### config.mk
export PLATFORM = sky130hd
export DESIGN_NAME = eth_tx_nibble_framer_flat
export DESIGN_NICKNAME = d
export VERILOG_FILES = /design/src/rtl/eth_tx_nibble_framer_if.sv /design/src/rtl/eth_tx_nibble_framer.sv /design/src/flat_wrapper.sv
export SDC_FILE = /design/constraint.sdc
export NUM_CORES = 1
export LEC_CHECK = 0
export CAP_MARGIN = 5
export CORE_ASPECT_RATIO = 1.25
export CORE_UTILIZATION = 36
export CTS_CLUSTER_SIZE = 25
export DETAILED_ROUTE_END_ITERATION = 8
export MAX_ROUTING_LAYER = met4
export PLACE_DENSITY = 0.5
export REMOVE_ABC_BUFFERS = 1
export SETUP_SLACK_MARGIN = 0.02
export SLEW_MARGIN = 5
export SYNTH_ARGS = -nofsm -noshare
export SYNTH_HDL_FRONTEND = slang
export SYNTH_SLANG_ARGS = --single-unit
### constraint.sdc
create_clock -name i_main_clk -period 3.3 [get_ports i_main_clk]
set_input_delay 0.99 -clock i_main_clk [delete_from_list [all_inputs] [get_ports i_main_clk]]
set_output_delay 0.99 -clock i_main_clk [all_outputs]
set_load 0.03 [all_outputs]
### src/rtl/eth_tx_nibble_framer_if.sv
// Byte-stream source plus PHY nibble side of the Ethernet TX framer.
// Handshake: a byte moves on a rising edge where o_tx_ready and i_tx_valid are both high;
// o_tx_ready depends only on framer state, never on i_tx_valid.
interface eth_tx_nibble_framer_if;
    logic [7:0]  i_tx_data;
    logic        i_tx_valid;
    logic        i_tx_last;
    logic        o_tx_ready;
    logic [15:0] i_tx_gap_count;
    logic [3:0]  o_tx_phy_data;
    logic        o_tx_phy_dv;
    logic        o_tx_fsm_busy;
    logic        o_tx_frame_done;
    logic        o_tx_underrun;

    modport master (
        output i_tx_data, i_tx_valid, i_tx_last, i_tx_gap_count,
        input  o_tx_ready, o_tx_phy_data, o_tx_phy_dv, o_tx_fsm_busy,
               o_tx_frame_done, o_tx_underrun
    );

    modport slave (
        input  i_tx_data, i_tx_valid, i_tx_last, i_tx_gap_count,
        output o_tx_ready, o_tx_phy_data, o_tx_phy_dv, o_tx_fsm_busy,
               o_tx_frame_done, o_tx_underrun
    );
endinterface

### src/rtl/eth_tx_nibble_framer.sv
// Ethernet TX framer: wraps a byte stream in preamble/SFD, pads to a minimum length,
// appends the CRC-32 FCS and emits everything as nibbles, low nibble first.
module eth_tx_nibble_framer #(
    parameter int MIN_FRAME_BYTES = 60
) (
    input  logic                          i_main_clk,
    input  logic                          i_rst_n,
    eth_tx_nibble_framer_if.slave         bus,
    output logic [2:0]                    o_dbg_state
);

    typedef enum logic [2:0] {
        S_IDLE     = 3'd0,
        S_PREAMBLE = 3'd1,
        S_DATA     = 3'd2,
        S_PAD      = 3'd3,
        S_FCS      = 3'd4,
        S_GAP      = 3'd5
    } state_t;

    localparam logic [16:0] MIN_BYTES = 17'(MIN_FRAME_BYTES);

    state_t      state_q, state_d;
    logic [3:0]  nib_q, nib_d;
    logic [7:0]  byte_q, byte_d;
    logic [15:0] byte_cnt_q, byte_cnt_d;
    logic [16:0] gap_cnt_q, gap_cnt_d;
    logic [15:0] gap_lat_q, gap_lat_d;
    logic [31:0] crc_q, crc_d;
    logic        last_q, last_d;
    logic        underrun_q, underrun_d;

    logic [15:0] byte_inc;
    logic        below_min;
    state_t      gap_state;
    logic [16:0] gap_load;
    logic [31:0] fcs;
    logic [3:0]  phy_data;
    logic        phy_dv;
    logic        ready;
    logic        done;

    // Reflected CRC-32, one nibble at a time, LSB first, so low-then-high nibble
    // order matches the bit order of a byte-wise reflected CRC.
    function automatic logic [31:0] crc32_nibble(input logic [31:0] crc, input logic [3:0] nib);
        logic [31:0] c;
        c = crc;
        for (int i = 0; i < 4; i++) begin
            if (c[0] ^ nib[i]) c = (c >> 1) ^ 32'hEDB8_8320;
            else               c = c >> 1;
        end
        return c;
    endfunction

    always_ff @(posedge i_main_clk or negedge i_rst_n) begin
        if (!i_rst_n) begin
            state_q    <= S_IDLE;
            nib_q      <= 4'd0;
            byte_q     <= 8'd0;
            byte_cnt_q <= 16'd0;
            gap_cnt_q  <= 17'd0;
            gap_lat_q  <= 16'd0;
            crc_q      <= 32'hFFFF_FFFF;
            last_q     <= 1'b0;
            underrun_q <= 1'b0;
        end else begin
            state_q    <= state_d;
            nib_q      <= nib_d;
            byte_q     <= byte_d;
            byte_cnt_q <= byte_cnt_d;
            gap_cnt_q  <= gap_cnt_d;
            gap_lat_q  <= gap_lat_d;
            crc_q      <= crc_d;
            last_q     <= last_d;
            underrun_q <= underrun_d;
        end
    end

    always_comb begin
        state_d    = state_q;
        nib_d      = nib_q;
        byte_d     = byte_q;
        byte_cnt_d = byte_cnt_q;
        gap_cnt_d  = gap_cnt_q;
        gap_lat_d  = gap_lat_q;
        crc_d      = crc_q;
        last_d     = last_q;
        underrun_d = 1'b0;
        phy_data   = 4'd0;
        phy_dv     = 1'b0;
        ready      = 1'b0;
        done       = 1'b0;

        byte_inc  = (byte_cnt_q == 16'hFFFF) ? byte_cnt_q : byte_cnt_q + 16'd1;
        below_min = ({1'b0, byte_inc} < MIN_BYTES);
        // Both the normal end of frame and an underrun leave through the same gap logic.
        gap_state = (gap_lat_q == 16'd0) ? S_IDLE : S_GAP;
        gap_load  = {gap_lat_q, 1'b0} - 17'd1;
        fcs       = ~crc_q;

        case (state_q)
            S_IDLE: begin
                nib_d      = 4'd0;
                byte_cnt_d = 16'd0;
                crc_d      = 32'hFFFF_FFFF;
                last_d     = 1'b0;
                if (bus.i_tx_valid) begin
                    gap_lat_d = bus.i_tx_gap_count;
                    state_d   = S_PREAMBLE;
                end
            end
            S_PREAMBLE: begin
                phy_dv   = 1'b1;
                phy_data = (nib_q == 4'd15) ? 4'hD : 4'h5;
                nib_d    = nib_q + 4'd1;
                if (nib_q == 4'd15) begin
                    ready = 1'b1;
                    nib_d = 4'd0;
                    if (bus.i_tx_valid) begin
                        byte_d  = bus.i_tx_data;
                        last_d  = bus.i_tx_last;
                        state_d = S_DATA;
                    end else begin
                        underrun_d = 1'b1;
                        gap_cnt_d  = gap_load;
                        state_d    = gap_state;
                    end
                end
            end
            S_DATA: begin
                phy_dv   = 1'b1;
                phy_data = nib_q[0] ? byte_q[7:4] : byte_q[3:0];
                crc_d    = crc32_nibble(crc_q, phy_data);
                nib_d    = {3'd0, ~nib_q[0]};
                if (nib_q[0]) begin
                    byte_cnt_d = byte_inc;
                    if (!last_q) begin
                        ready = 1'b1;
                        if (bus.i_tx_valid) begin
                            byte_d = bus.i_tx_data;
                            last_d = bus.i_tx_last;
                        end else begin
                            underrun_d = 1'b1;
                            gap_cnt_d  = gap_load;
                            state_d    = gap_state;
                        end
                    end else begin
                        nib_d   = 4'd0;
                        state_d = below_min ? S_PAD : S_FCS;
                    end
                end
            end
            S_PAD: begin
                phy_dv = 1'b1;
                crc_d  = crc32_nibble(crc_q, 4'd0);
                nib_d  = {3'd0, ~nib_q[0]};
                if (nib_q[0]) begin
                    byte_cnt_d = byte_inc;
                    if (!below_min) begin
                        nib_d   = 4'd0;
                        state_d = S_FCS;
                    end
                end
            end
            S_FCS: begin
                phy_dv   = 1'b1;
                phy_data = fcs[{nib_q[2:0], 2'b00} +: 4];
                nib_d    = nib_q + 4'd1;
                if (nib_q == 4'd7) begin
                    done      = 1'b1;
                    nib_d     = 4'd0;
                    gap_cnt_d = gap_load;
                    state_d   = gap_state;
                end
            end
            S_GAP: begin
                gap_cnt_d = gap_cnt_q - 17'd1;
                if (gap_cnt_q == 17'd0) state_d = S_IDLE;
            end
            default: state_d = S_IDLE;
        endcase
    end

    assign bus.o_tx_phy_data   = phy_data;
    assign bus.o_tx_phy_dv     = phy_dv;
    assign bus.o_tx_ready      = ready;
    assign bus.o_tx_fsm_busy   = (state_q != S_IDLE);
    assign bus.o_tx_frame_done = done;
    assign bus.o_tx_underrun   = underrun_q;
    assign o_dbg_state         = state_q;

endmodule
### src/flat_wrapper.sv
// flat-port wrapper written by rule: the top's interface ports become plain ports
module eth_tx_nibble_framer_flat 
#(
    parameter int MIN_FRAME_BYTES = 60
)
  (i_main_clk, i_rst_n, o_dbg_state, bus_i_tx_data, bus_i_tx_valid, bus_i_tx_last, bus_i_tx_gap_count, bus_o_tx_ready, bus_o_tx_phy_data, bus_o_tx_phy_dv, bus_o_tx_fsm_busy, bus_o_tx_frame_done, bus_o_tx_underrun);
  eth_tx_nibble_framer_if bus_i ();
  input  logic i_main_clk;
  input  logic i_rst_n;
  output logic [2:0] o_dbg_state;
  input wire logic [$bits(bus_i.i_tx_data)-1:0] bus_i_tx_data;
  input wire logic [$bits(bus_i.i_tx_valid)-1:0] bus_i_tx_valid;
  input wire logic [$bits(bus_i.i_tx_last)-1:0] bus_i_tx_last;
  input wire logic [$bits(bus_i.i_tx_gap_count)-1:0] bus_i_tx_gap_count;
  output wire logic [$bits(bus_i.o_tx_ready)-1:0] bus_o_tx_ready;
  output wire logic [$bits(bus_i.o_tx_phy_data)-1:0] bus_o_tx_phy_data;
  output wire logic [$bits(bus_i.o_tx_phy_dv)-1:0] bus_o_tx_phy_dv;
  output wire logic [$bits(bus_i.o_tx_fsm_busy)-1:0] bus_o_tx_fsm_busy;
  output wire logic [$bits(bus_i.o_tx_frame_done)-1:0] bus_o_tx_frame_done;
  output wire logic [$bits(bus_i.o_tx_underrun)-1:0] bus_o_tx_underrun;
  assign bus_i.i_tx_data = bus_i_tx_data;
  assign bus_i.i_tx_valid = bus_i_tx_valid;
  assign bus_i.i_tx_last = bus_i_tx_last;
  assign bus_i.i_tx_gap_count = bus_i_tx_gap_count;
  assign bus_o_tx_ready = bus_i.o_tx_ready;
  assign bus_o_tx_phy_data = bus_i.o_tx_phy_data;
  assign bus_o_tx_phy_dv = bus_i.o_tx_phy_dv;
  assign bus_o_tx_fsm_busy = bus_i.o_tx_fsm_busy;
  assign bus_o_tx_frame_done = bus_i.o_tx_frame_done;
  assign bus_o_tx_underrun = bus_i.o_tx_underrun;
  eth_tx_nibble_framer #(.MIN_FRAME_BYTES(MIN_FRAME_BYTES)) u_core (.i_main_clk(i_main_clk), .i_rst_n(i_rst_n), .bus(bus_i), .o_dbg_state(o_dbg_state));
endmodule
==> results.md <==
- The flow ran to the end, and the final reports show no timing, DRC or antenna violations.
- The end of the worst register-to-register path is u_core.o_dbg_state[1]$_DFFE_PN0P_.
- The floorplan step defined a die boundary enclosing 17200 um^2.
- Yosys mapped a number of flops with a built-in enable equal to 0.
- For this run, design rule violations remaining after detail routing come to 0.
- The internal reg-to-reg setup slack is 330 ps.
- The clock transition at the register clock pins on the worst setup and hold paths after CTS is 70 ps.
- The leakage power of the design is 0.00272 uW.
- With fillers left out, the area of the finished cells amounts to 7130 um^2.
- The number of violations of the max-capacitance limit is 0.
- The count of antenna-violating nets left after detailed routing is 0.
- Buffers added to address setup during post-CTS repair amount to 0.
- The total power after layout is 7090 uW.
- The largest single stage delay on the critical path is 530 ps.
- The synthesized design spends more area on one cell type than any other, namely sky130_fd_sc_hd__dfrtp_1.
- The net count of the finished layout is 734.
- The number of antenna diodes in the final layout is 0.
- The root cell of the clock tree is sky130_fd_sc_hd__clkbuf_16.
- Of the synthesized area, sequential elements account for 41.4%.
- The worst setup path is captured at a primary output.
- The average wire per cell in the routed design is 17.2 um.
- The maximum clock skew at final layout is 9.45 ps.
- After global routing the overflow that remains totals 0.
- The width of the die is 118 um.
- The mapped netlist covers 6020 um^2.
- The number of DRC markers after the initial detailed-route iteration is 242.
- Setup violations remaining at the end of the flow were counted as 0.
- The final critical-path share of the clock period is 96.3%.
- The vertical die dimension is 147 um.
- The required time of the worst setup path is 2310 ps.
- The slowest stage of the critical path is the sky130_fd_sc_hd__mux4_2 cell.
- The number of antenna violations at the first check in global routing is 0.
- In this run the power density over the cells is 995 nW/um^2.
- The share of async-settable or async-resettable flops after synthesis is 100%.
- The distinct cell type count of the synthesized netlist is 57.
- The area after detailed placement is 6800 um^2.
- In the post-route analysis, the smallest setup slack over all paths is 122 ps.
- Entering global routing, the biggest net connects 84 pins.
- The startpoint of the worst-slack reg-to-reg timing path is u_core.gap_cnt_q[3]$_DFFE_PN0P_.
- The port buffer count is 39.
- The top cell type's share of synthesized area is 27.4%.
- The clock tree from TritonCTS is yes.
- VDD sags by at most 419 uV.
- For the pin with the worst max-slew slack, the measured transition is 618 ps.
- The count of final max-slew check failures is 0.
- The average instance area after synthesis is 9.13 um^2.
- Sorting the synthesized cells by area gives the leading types as sky130_fd_sc_hd__dfrtp_1 27%, sky130_fd_sc_hd__dfstp_2 14%, sky130_fd_sc_hd__a21oi_1 6.0%.
- The final wirelength is 15.8 mm.
- For this design, the sink count on the clock tree is 98.
- The core area is 16300 um^2.
- The minimum clock period after layout is 3180 ps.
- The via count normalized by instance count is 5.45.
- Detailed placement finished with a half-perimeter wire length of 11.2 mm.
- The via count of the first global-routing pass is 5011.
- For this run, the top clock speed supported by timing is 0.315 GHz.
- The filler cell count in the final layout is 1575.
- The total CTS buffers is 9.
- The first-pass GRT wire length is 26.5 mm.
- The clock insertion delay at the later pin of the skew report is 360 ps.
- The synthesis-to-finish area growth is 18.4%.
- The synthesized design contains 98 register bits.
- Synthesis produced 659 cells.
- The final-layout worst hold slack is 485 ps.
- By count the netlist is led by 78 x sky130_fd_sc_hd__nor2_1, 72 x sky130_fd_sc_hd__a21oi_1, 66 x sky130_fd_sc_hd__dfrtp_1.
- The post-place setup slack is 247 ps.
- In this run the number of H-tree levels came out at 3.
- The detailed-router iteration count before antenna repair is 5.
- The clock tree buffer depth is 2.
- Walking the worst path, the cells encountered are buf_12, mux4_2, mux2i_1, a21oi_1, o22ai_1, buf_4.
- sky130_fd_sc_hd__nor2_1 is the most common cell in the netlist.
- Counting cells, the worst reg-to-reg path comes to 7.
- In this run the core area contains 52 standard-cell rows.
- The startpoint of the worst setup timing path is u_core.nib_q[0]$_DFFE_PN0P_.
- The arrival time at the worst endpoint is 2190 ps.
- The total of warnings raised by yosys is 0.
- The maximum fanout along the worst path is 15.
- The setup TNS after final layout is 0 ps.
- The number of failing hold endpoints at the final stage is 0.
- Pin placement for this block handled 40 I/O pins.
- The relative slew slack is 57.6%.
- The number of hold buffers added after CTS was 0.
- Setup repair after global routing left no endpoint under its margin.
- The class of the most critical setup path is flip-flop to primary output.
- The proportion of layout cells with a drive suffix above 1 is 18.8%.
- The via total after detailed routing is 5026.
- The nature of the critical path startpoint is a flip-flop.
- The commonest register cell after synthesis is sky130_fd_sc_hd__dfrtp_1.
- The congestion estimate from routability-driven global placement came to 0.887.
- In this run the worst hold path is classified as primary input to asynchronous set/reset pin.
- The starting density of the core is 37.0%.
- Global routing consumed, over all layers together, 19.9% of the routing resources.
## final cells by class
class	count	area [um^2]	area share, %
multi-input combinational	504	3330	46.7
inverter	14	52.6	0.737
sequential	98	2490	35.0
clock inverter	5	78.8	1.11
timing repair buffer	75	676	9.48
tap	216	270	3.79
clock buffer	10	229	3.21
## metal layers
layer | up-vias | routed length, um | global-route usage, %
met5 | - | 0 | -
met4 | 0 | 270 | 7.56
met3 | 15 | 369 | 2.15
met2 | 83 | 8060 | 33.7
met1 | 2466 | 7120 | 24.2
li1 | 2462 | - | -
## how the worst max path moves through the flow
| stage | endpoint | slack [ps] | depth (start not counted) |
|---|---|---|---|
| floorplan | u_core.byte_cnt_q[10]$_DFFE_PN0P_ | -110 | 6 |
| global placement | bus_o_tx_phy_data[1] | 280 | 5 |
| detailed placement | bus_o_tx_phy_data[1] | 250 | 5 |
| CTS | bus_o_tx_phy_data[0] | 30 | 6 |
| global route | bus_o_tx_phy_data[2] | 30 | 6 |
| finish | bus_o_tx_phy_data[0] | 120 | 6 |
## power by group
group          total, uW  internal [uW]  leakage, uW  switching, uW
clock network       1120            661     0.000153            463
registers           2200           1740      0.00117            460
logic               3770           1670      0.00140           2100
## registers in the layout, summed over array words and instances, names as in the netlist
signal,flops
u_core.crc_q,32
u_core.gap_cnt_q,17
u_core.byte_cnt_q,16
u_core.gap_lat_q,16
u_core.byte_q,8
u_core.nib_q,4
u_core.o_dbg_state,3
u_core.bus.o_tx_underrun,1
u_core.last_q,1
## cells in the final DEF (no fill, tap or decap), types with 3 or more instances in the layout
cell,instances
sky130_fd_sc_hd__a22oi_1,5
sky130_fd_sc_hd__a32o_1,3
sky130_fd_sc_hd__a31oi_1,10
sky130_fd_sc_hd__nor2_1,75
sky130_fd_sc_hd__dfrtp_1,66
sky130_fd_sc_hd__o21ai_1,3
sky130_fd_sc_hd__o22ai_1,8
sky130_fd_sc_hd__o22a_1,9
sky130_fd_sc_hd__nor2_2,3
sky130_fd_sc_hd__mux2i_1,11
sky130_fd_sc_hd__and3_1,7
sky130_fd_sc_hd__a21oi_1,72
sky130_fd_sc_hd__nor3_1,18
sky130_fd_sc_hd__clkdlybuf4s50_1,31
sky130_fd_sc_hd__xor2_1,36
sky130_fd_sc_hd__nor4_1,8
sky130_fd_sc_hd__nor2b_1,6
sky130_fd_sc_hd__mux4_2,8
sky130_fd_sc_hd__or3_1,6
sky130_fd_sc_hd__nand2b_1,4
sky130_fd_sc_hd__xnor2_1,29
sky130_fd_sc_hd__o21ai_0,36
sky130_fd_sc_hd__or4_1,3
sky130_fd_sc_hd__ha_1,4
sky130_fd_sc_hd__mux2_2,23
sky130_fd_sc_hd__o31ai_1,7
sky130_fd_sc_hd__buf_4,40
sky130_fd_sc_hd__nor3b_1,3
sky130_fd_sc_hd__a41oi_1,4
sky130_fd_sc_hd__nand3_1,15
sky130_fd_sc_hd__inv_1,12
sky130_fd_sc_hd__buf_12,3
sky130_fd_sc_hd__dfstp_2,32
sky130_fd_sc_hd__nand2_1,47
sky130_fd_sc_hd__nand4_1,5
sky130_fd_sc_hd__clkbuf_16,9
sky130_fd_sc_hd__a22o_1,4
## worst max-delay path: cells and delay by family (launching register included)
family	cells	cell delay (ps)
compound gates	2	300
buf+inv	2	400
flops	1	430
mux	2	710
## metrics by stage
step           utilization [%]  std cells
2_1_floorplan                -        616
3_3_place_gp              41.8        907
3_5_place_dp              41.8        907
4_1_cts                   43.8        922
5_1_grt                   43.8        922
6_report                  43.8        922
## logic make-up (layout without fill, tap and decap cells)
kind of cell | after synthesis | after routing | share of synthesized area (%)
buf+inv | 57 | 104 | 3.62
simple gates | 208 | 208 | 16.2
mux | 42 | 42 | 9.12
compound gates | 183 | 183 | 18.6
flops | 98 | 98 | 41.4
fa+ha+maj | 4 | 4 | 0.831
xor+xnor | 67 | 67 | 10.2
## repair_timing
item	CTS	global route
resized for setup	3	6
cloned	0	0
endpoints found under the setup margin	3	4
Note: power is estimated with default switching activity, not from simulation.
